## src/rtl/score_bcd_display_pkg.sv

```systemverilog
// Shared types and constants for the score binary-to-BCD display path.
package score_bcd_display_pkg;

  typedef enum logic [1:0] {
    StIdle,
    StShift,
    StDone
  } bcd_state_t;

  localparam int unsigned SCORE_W    = 11;
  localparam int unsigned BCD_DIGITS = 4;

endpackage

```

## src/rtl/score_bcd_display_if.sv

```systemverilog
// Score-in / decimal-digits-out bundle between the score counter and the HEX drivers.
interface score_bcd_display_if
  import score_bcd_display_pkg::*;
#(
  parameter int unsigned IN_WIDTH = SCORE_W,
  parameter int unsigned DIGITS   = BCD_DIGITS
);

  logic                  frame_vs;
  logic [IN_WIDTH-1:0]   score;
  logic [4*DIGITS-1:0]   digits;
  logic [DIGITS-1:0]     blank;
  logic                  busy;
  logic                  done;

  modport master (
    output frame_vs,
    output score,
    input  digits,
    input  blank,
    input  busy,
    input  done
  );

  modport slave (
    input  frame_vs,
    input  score,
    output digits,
    output blank,
    output busy,
    output done
  );

endinterface

```

## src/rtl/score_bcd_display_digit_adj.sv

```systemverilog
// Double-dabble digit cell: a BCD nibble of 5 or more gets +3 before the shift.
module score_bcd_display_digit_adj (
  input  logic [3:0] digit_i,
  output logic [3:0] digit_o
);

  always_comb begin
    digit_o = (digit_i >= 4'd5) ? digit_i + 4'd3 : digit_i;
  end

endmodule

```

## src/rtl/score_bcd_display.sv

```systemverilog
// Per-frame sequential binary-to-BCD converter for the score, one bit per clock,
// with a leading-zero blank mask for the HEX displays.
module score_bcd_display
  import score_bcd_display_pkg::*;
#(
  parameter int unsigned IN_WIDTH      = SCORE_W,
  parameter int unsigned DIGITS        = BCD_DIGITS,
  parameter bit          BLANK_LEADING = 1'b1
) (
  input  logic               Clk,
  input  logic               Reset,
  score_bcd_display_if.slave bus
);

  localparam int unsigned BcdW = 4 * DIGITS;
  localparam int unsigned CntW = (IN_WIDTH > 1) ? $clog2(IN_WIDTH) : 1;
  localparam logic [DIGITS-1:0] BlankRst = BLANK_LEADING ? ~(DIGITS'(1)) : '0;

  bcd_state_t            state_q, state_d;
  logic                  vs_sync1_q, vs_sync2_q, vs_prev_q;
  logic                  start;
  logic [IN_WIDTH-1:0]   bin_q, bin_d;
  logic [BcdW-1:0]       bcd_q, bcd_d, bcd_adj;
  logic [CntW-1:0]       cnt_q, cnt_d;
  logic [BcdW-1:0]       digits_q, digits_d;
  logic [DIGITS-1:0]     blank_q, blank_d;
  logic                  done_q, done_d;
  logic [BcdW+IN_WIDTH-1:0] shifted;
  logic                  zero_above;

  // VS is asynchronous to Clk; only its synchronised rising edge starts a conversion.
  assign start = vs_sync2_q & ~vs_prev_q;

  for (genvar g = 0; g < DIGITS; g++) begin : g_adj
    score_bcd_display_digit_adj u_adj (
      .digit_i (bcd_q[4*g +: 4]),
      .digit_o (bcd_adj[4*g +: 4])
    );
  end

  always_comb begin
    state_d    = state_q;
    bin_d      = bin_q;
    bcd_d      = bcd_q;
    cnt_d      = cnt_q;
    digits_d   = digits_q;
    blank_d    = blank_q;
    done_d     = 1'b0;
    zero_above = 1'b1;
    shifted    = {bcd_adj, bin_q} << 1;
    unique case (state_q)
      StIdle: begin
        if (start) begin
          bin_d   = bus.score;
          bcd_d   = '0;
          cnt_d   = '0;
          state_d = StShift;
        end
      end
      StShift: begin
        {bcd_d, bin_d} = shifted;
        cnt_d          = cnt_q + CntW'(1);
        if (cnt_q == CntW'(IN_WIDTH - 1)) state_d = StDone;
      end
      StDone: begin
        digits_d = bcd_q;
        // Walk from the top digit down; a digit blanks only while everything above is zero.
        for (int i = DIGITS - 1; i >= 1; i--) begin
          zero_above = zero_above & (bcd_q[4*i +: 4] == 4'd0);
          blank_d[i] = BLANK_LEADING & zero_above;
        end
        blank_d[0] = 1'b0;
        done_d     = 1'b1;
        state_d    = StIdle;
      end
      default: state_d = StIdle;
    endcase
  end

  always_ff @(posedge Clk) begin
    if (Reset) begin
      state_q    <= StIdle;
      vs_sync1_q <= 1'b0;
      vs_sync2_q <= 1'b0;
      vs_prev_q  <= 1'b0;
      bin_q      <= '0;
      bcd_q      <= '0;
      cnt_q      <= '0;
      digits_q   <= '0;
      blank_q    <= BlankRst;
      done_q     <= 1'b0;
    end else begin
      state_q    <= state_d;
      vs_sync1_q <= bus.frame_vs;
      vs_sync2_q <= vs_sync1_q;
      vs_prev_q  <= vs_sync2_q;
      bin_q      <= bin_d;
      bcd_q      <= bcd_d;
      cnt_q      <= cnt_d;
      digits_q   <= digits_d;
      blank_q    <= blank_d;
      done_q     <= done_d;
    end
  end

  assign bus.digits = digits_q;
  assign bus.blank  = blank_q;
  assign bus.busy   = (state_q != StIdle);
  assign bus.done   = done_q;

endmodule

```

## src/flat_wrapper.sv

```systemverilog
// flat-port wrapper written by rule: the top's interface ports become plain ports
module score_bcd_display_flat import score_bcd_display_pkg::*;
#(
  parameter int unsigned IN_WIDTH      = SCORE_W,
  parameter int unsigned DIGITS        = BCD_DIGITS,
  parameter bit          BLANK_LEADING = 1'b1
)
  (Clk, Reset, bus_frame_vs, bus_score, bus_digits, bus_blank, bus_busy, bus_done);
  score_bcd_display_if #(.IN_WIDTH(IN_WIDTH), .DIGITS(DIGITS)) bus_i ();
  input  logic Clk;
  input  logic Reset;
  input wire logic [$bits(bus_i.frame_vs)-1:0] bus_frame_vs;
  input wire logic [$bits(bus_i.score)-1:0] bus_score;
  output wire logic [$bits(bus_i.digits)-1:0] bus_digits;
  output wire logic [$bits(bus_i.blank)-1:0] bus_blank;
  output wire logic [$bits(bus_i.busy)-1:0] bus_busy;
  output wire logic [$bits(bus_i.done)-1:0] bus_done;
  assign bus_i.frame_vs = bus_frame_vs;
  assign bus_i.score = bus_score;
  assign bus_digits = bus_i.digits;
  assign bus_blank = bus_i.blank;
  assign bus_busy = bus_i.busy;
  assign bus_done = bus_i.done;
  score_bcd_display #(.IN_WIDTH(IN_WIDTH), .DIGITS(DIGITS), .BLANK_LEADING(BLANK_LEADING)) u_core (.Clk(Clk), .Reset(Reset), .bus(bus_i));
endmodule
```

## config.mk

```make
export PLATFORM = sky130hd
export DESIGN_NAME = score_bcd_display_flat
export DESIGN_NICKNAME = d
export VERILOG_FILES = /design/src/rtl/score_bcd_display_pkg.sv /design/src/rtl/score_bcd_display_if.sv /design/src/rtl/score_bcd_display_digit_adj.sv /design/src/rtl/score_bcd_display.sv /design/src/flat_wrapper.sv
export SDC_FILE = /design/constraint.sdc
export NUM_CORES = 1
export LEC_CHECK = 0
export CAP_MARGIN = 5
export CORE_UTILIZATION = 35
export CTS_CLUSTER_SIZE = 14
export DETAILED_ROUTE_END_ITERATION = 16
export HOLD_SLACK_MARGIN = 0.1
export PLACE_DENSITY_LB_ADDON = 0.1
export SYNTH_ARGS = -nofsm -noshare
export SYNTH_HDL_FRONTEND = slang
export SYNTH_SLANG_ARGS = --single-unit
export TNS_END_PERCENT = 10
```

## constraint.sdc

```tcl
create_clock -name Clk -period 2.36 [get_ports Clk]
set_input_delay 0.354 -clock Clk [delete_from_list [all_inputs] [get_ports Clk]]
set_output_delay 0.354 -clock Clk [all_outputs]
set_load 0.03 [all_outputs]
```

Word level (Yosys, flattened, before mapping)
Cells that the tools add are included.

word-level totals
  flip-flop bits (word level) = 56
  input bits = 14
  output and inout port bits = 22

operators by class
  $add $sub $neg = 5
  magnitude comparators = 4
  eq/ne operators = 5
  mux-type cells = 14
  bitwise operators = 4
  reduce and logical (&&, ||, !) cells = 8

operator list
  kind                                                                count
  one-hot mux 16 bit (2 select lines)                                 1
  one-hot mux 11 bit (2 select lines)                                 1
  greater-or-equal comparator 4 x 3 -> 1 bit (second input constant)  4
  2-to-1 mux 16 bit                                                   1
  2-to-1 mux 4 bit                                                    4
  adder 4 x 2 -> 4 bit (second input constant)                        3
  logical NOT 4 bit                                                   3
  2-to-1 mux 11 bit                                                   1
  one-hot mux 4 bit (2 select lines)                                  1
  adder 4 x 1 -> 4 bit (second input constant)                        1
  equality test 4 bit (second input constant)                         1
  2-to-1 mux 2 bit                                                    2
  inequality test 2 x 1 -> 1 bit (second input constant)              2
  one-hot mux 2 bit (2 select lines)                                  1
  AND reduction 2 bit                                                 2
  nonzero test 2 bit                                                  2
  adder 3 x 2 -> 3 bit (second input constant)                        1
  bitwise AND 1 bit                                                   3
  2-to-1 mux 3 bit                                                    1
  equality test 2 x 1 -> 1 bit (second input constant)                1
  equality test 2 bit (second input constant)                         1
  logical NOT 2 bit                                                   1
  2-to-1 mux 1 bit                                                    1
  NOT 1 bit                                                           1

Longest topological paths before layout
  depth after elaboration = 4
  mapped depth = 6
  depth with buffers taken out = 6

Cells and area by module
Synthesis repeated with hierarchy kept, for this count alone.

second synthesis, totals
  cells, all modules = 291
  area total of the unflattened synthesis = 2,593.7 um^2

modules (own cells, without submodules)
  module                       instances  cells an instance  area an instance (um^2)  seq. area each (um^2)
  score_bcd_display            1          227                2,188.3                  1,121.1
  score_bcd_display_digit_adj  4          16                 101.3                    0.0

Least setup slack after synthesis
OpenSTA, ideal clock, no wires.

  kind = reg2reg
  start point = reg u_core.bcd_q[12]
  end point = reg u_core.blank_q[1] (netlist: u_core.bus.blank[1])
  arrival = 1.374 ns
  required time = 2.301 ns
  slack = 0.927 ns
  stages on the path, launching flop included = 7
  path buffers = 0
  path through = dfxtp_1 > inv_1 > ha_1 > or3b_1 > nor4b_2 > nand3_1 > nand2_1

on the way
  word-level cells in the longest chain between the ends = 3

ends and longest elaborated chain
  element                         line                      text
  start: declaration              score_bcd_display.sv:23   logic [BcdW-1:0] bcd_q, bcd_d, bcd_adj;
  start signal: assignment        score_bcd_display.sv:87   bcd_q <= '0;
  start signal: assignment        score_bcd_display.sv:98   bcd_q <= bcd_d;
  logical NOT 4 bit               score_bcd_display.sv:69   zero_above = zero_above & (bcd_q[4*i +: 4] == 4'd0);
  bitwise AND 1 bit (2 in a row)  score_bcd_display.sv:69
  end signal: assignment          score_bcd_display.sv:90   blank_q <= BlankRst;
  end signal: assignment          score_bcd_display.sv:101  blank_q <= blank_d;
  end: declaration                score_bcd_display.sv:26   logic [DIGITS-1:0] blank_q, blank_d;

No other way between the ends.
A chain may end at the register's enable or synchronous reset.

Final worst setup path
  start point = reg u_core.state_q[1]
  end point = out bus_busy

on the way
  word-level cells in the longest chain between the ends = 1

ends and longest elaborated chain
  element                   line                      text
  start: declaration        score_bcd_display.sv:19   bcd_state_t state_q, state_d;
  start signal: assignment  score_bcd_display.sv:82   state_q <= StIdle;
  start signal: assignment  score_bcd_display.sv:93   state_q <= state_d;
  nonzero test 2 bit        score_bcd_display.sv:108  assign bus.busy = (state_q != StIdle);
  end: declaration          flat_wrapper.sv:16        output wire logic [$bits(bus_i.busy)-1:0] bus_busy;

No other way between the ends.

==> results.yml <==
global_route:
  overflow: 0
  antenna_found_initial: 0
  grt_max_degree: 28
  first_global_vias: 1850
  track_usage: 0.1498
  grt_first_pass_wirelength_mm: 8.652
synthesis:
  synth_nets: 303
  syn_area_sq_mm: 0.002437
  yosysUniqueCellTypes: 43
  synthFlopType: "dfxtp_1"
  yosysWarningCount: 0
  async_flop_share: 0
  ys_ff_latch: 56
  yosysSeqAreaShare: 0.4600
  synth_edf_count: 0
  yosys.area.top_type: "dfxtp_1"
  syn_area_per_cell_sq_um: 8.799
  synth_top_area_share: 0.4600
  synthTopCellsByArea: "dfxtp_1 46%, ha_1 6.2%, nand2_1 5.9%"
  syn_inst: 277
sta:
  rsz0062_at_grt: "no"
  relSlewSlack: 0.3802
  setup_viol: 0
  finalSetupTns_ns: 0
  finalHoldViolCount: 0
  period_needed_ns: 2.052
  final-max-slew-violation-count: 0
  min_period_over_period: 0.8695
  skew_ns: 0.007467
  tightest_slew_ns: 0.9263
  whs_ns: 0.4577
  max_freq_mhz: 487.3
place:
  gp_congestion: 0.7578
  portBuffers: 34
  dp_hpwl_mm: 3.453
  placed_area_sq_mm: 0.002831
setup_path:
  cp_cell_sequence: "or2_2, clkdlybuf4s50_1"
  ff2ff_path_depth: 4
  critPathMaxFanout: 11
  cp_data_required_time_ns: 2.01
  critPathCaptureType: "primary output"
  r2r_start: "u_core.state_q[1]"
  ff2ff_setup_slack_ns: 0.65
  crit_path_start: "u_core.state_q[1]"
  worst-setup-path-type: "flop to primary output"
  arrival_ns: 1.70
  worst_path_max_delay_cell: "clkdlybuf4s50_1"
  cp-start-kind: "flop"
  cp_top_family: "buffers and inverters"
  critPathMaxStageDelay_ns: 0.66
  cp.buffers_inverters: 1
  reg2reg_to: "u_core.state_q[0]"
floorplan:
  dieArea_sq_mm: 0.007302
  start_util: 0.3607
  core_sq_mm: 0.006756
  die_h_microns: 85.45
  ios: 36
  num_rows: 30
  die_w_microns: 85.45
hold_path:
  hold_end: "u_core.bus.digits[15]"
  min_path_type: "flop to flop"
  worstHoldStart: "u_core.bus.digits[15]"
  hold_depth: 2
cts:
  cts_setup_buffers: 0
  cts_hold_buf: 0
  cts_max_path_buffers: 2
  cts_tree: "done"
  root_buffer: "clkbuf_8"
  cts_resized: 0
  clock_latency_ns: 0.31
  clkTransAtPathRegs_ns: 0.10
  numCtsBuffers: 5
  cts.htree.levels: 2
  cts_sinks: 56
route:
  drt-total-wl_mm: 5.014
  routedWlPerCell_microns: 12.92
  drcViolationCount: 0
  drt_pass1_iterations: 4
  drt_iter0_drc: 61
  final_antenna_net_count: 0
  avgViaCountPerCell: 5.013
  via_count: 1945
pwr:
  power_leakage_nw: 1.119
  power_density_mw_per_mm2: 587.2
  ir_worst_vdd_mv: 0.2961
final_layout:
  nets: 333
  area_growth_syn_to_layout_pct: 20.74
  antenna_cells: 0
  postLayoutCellArea_sq_mm: 0.002943
  drive_gt1_frac: 0.06818
outcome:
  outcome: "finished clean"
flow_run:
  cap_violations: 0
## cell usage after synthesis (2+ instances only)
cell / n
o21ai_0: 6
a32o_1: 3
or2_2: 2
mux2i_1: 4
a22o_1: 10
o2bb2ai_1: 2
a21o_1: 3
nor2b_1: 4
buf_2: 7
nor3b_1: 2
xnor2_1: 4
buf_6: 2
nand2_1: 38
inv_1: 10
clkbuf_1: 6
a21oi_1: 27
nand2b_1: 8
nand3_1: 3
xor2_1: 2
o32ai_1: 3
nor3_1: 5
nor2_1: 32
ha_1: 12
nor4_1: 8
dfxtp_1: 56
## sequential cells by signal, indices dropped and copies added, names as in the netlist
signal / cells
u_core.state_q: 2
u_core.bcd_q: 16
u_core.bus.done: 1
u_core.vs_sync2_q: 1
u_core.bus.digits: 16
u_core.bin_q: 11
u_core.vs_prev_q: 1
u_core.cnt_q: 4
u_core.vs_sync1_q: 1
u_core.bus.blank: 3
## worst max path at each step
stage                                endpoint  slack [ns]  cells past startpoint
after floorplan           u_core.bus.blank[1]        0.93                      6
after global placement      u_core.state_q[0]        0.40                      4
after detailed placement      u_core.bcd_q[7]        0.39                      5
after CTS                            bus_busy        0.29                      2
after global routing                 bus_busy        0.21                      2
final                                bus_busy        0.31                      2
## cell families after synthesis
kind of cell	count (synthesis)	share of synthesized area
buffers and inverters	27	0.05287
muxes	5	0.02105
other	1	0.001539
xor gates and xnor gates	6	0.02156
and+or+nand+nor	111	0.2223
adders and majority gates	12	0.06160
DFF	56	0.4600
AOI/OAI and AO/OA	59	0.1591
## through the flow
stage | utilization | setup slack [ns] | power, mW | std cells
final | 0.4356 | 0.3079 | 1.728 | 388
after global routing | 0.4356 | 0.2093 | 1.803 | 388
after CTS | 0.4356 | 0.2935 | 1.748 | 388
after detailed placement | 0.4191 | 0.3916 | 1.115 | 380
after global placement | 0.4191 | 0.4048 | 1.115 | 380
after floorplan | - | 0.9272 | 1.071 | 277
## where the power goes
group          switching [mW]  internal (mW)
registers              0.0128          0.964
logic                  0.0637         0.0509
clock network           0.322          0.315
total                   0.399           1.33
## area by class of cell
| cell class | count | area (sq um) |
|---|---|---|
| fill | 705 | 3814 |
| multi-input combinational | 194 | 1187 |
| sequential | 56 | 1121 |
| timing repair buffer | 40 | 385.4 |
| tap | 80 | 100.1 |
| clock buffer | 5 | 68.82 |
| clock inverter | 3 | 42.54 |
| inverter | 10 | 37.54 |
## per-layer routing
metal	global-route usage	wire, microns
met5	0	0
met4	0.04848	83
met3	0.03599	155
met2	0.2473	2321
met1	0.1926	2454
## worst min-delay path, cell delays in order (launching register included)
cell     delay, ns
dfxtp_1       0.32
nand2_1       0.05
a21oi_1       0.05
## cells in the final DEF (no fill, tap or decap), drive strengths merged, types with 2 or more instances in the layout
cell,synthesis,layout
o32ai,3,3
mux2i,4,4
a21o,3,3
nand3,3,3
a32o,3,3
clkdlybuf4s50,0,34
buf,11,6
nor2,33,33
inv,10,10
a21oi,28,28
nand2,38,38
nor3,5,5
or2,2,2
nand2b,8,8
a22o,10,10
clkbuf,6,5
nor3b,2,2
nor2b,4,4
xor2,2,2
dfxtp,56,56
ha,12,12
nor4,8,8
xnor2,4,4
o2bb2ai,2,2
o21ai,7,7
Power figures use the tool's default switching activity.
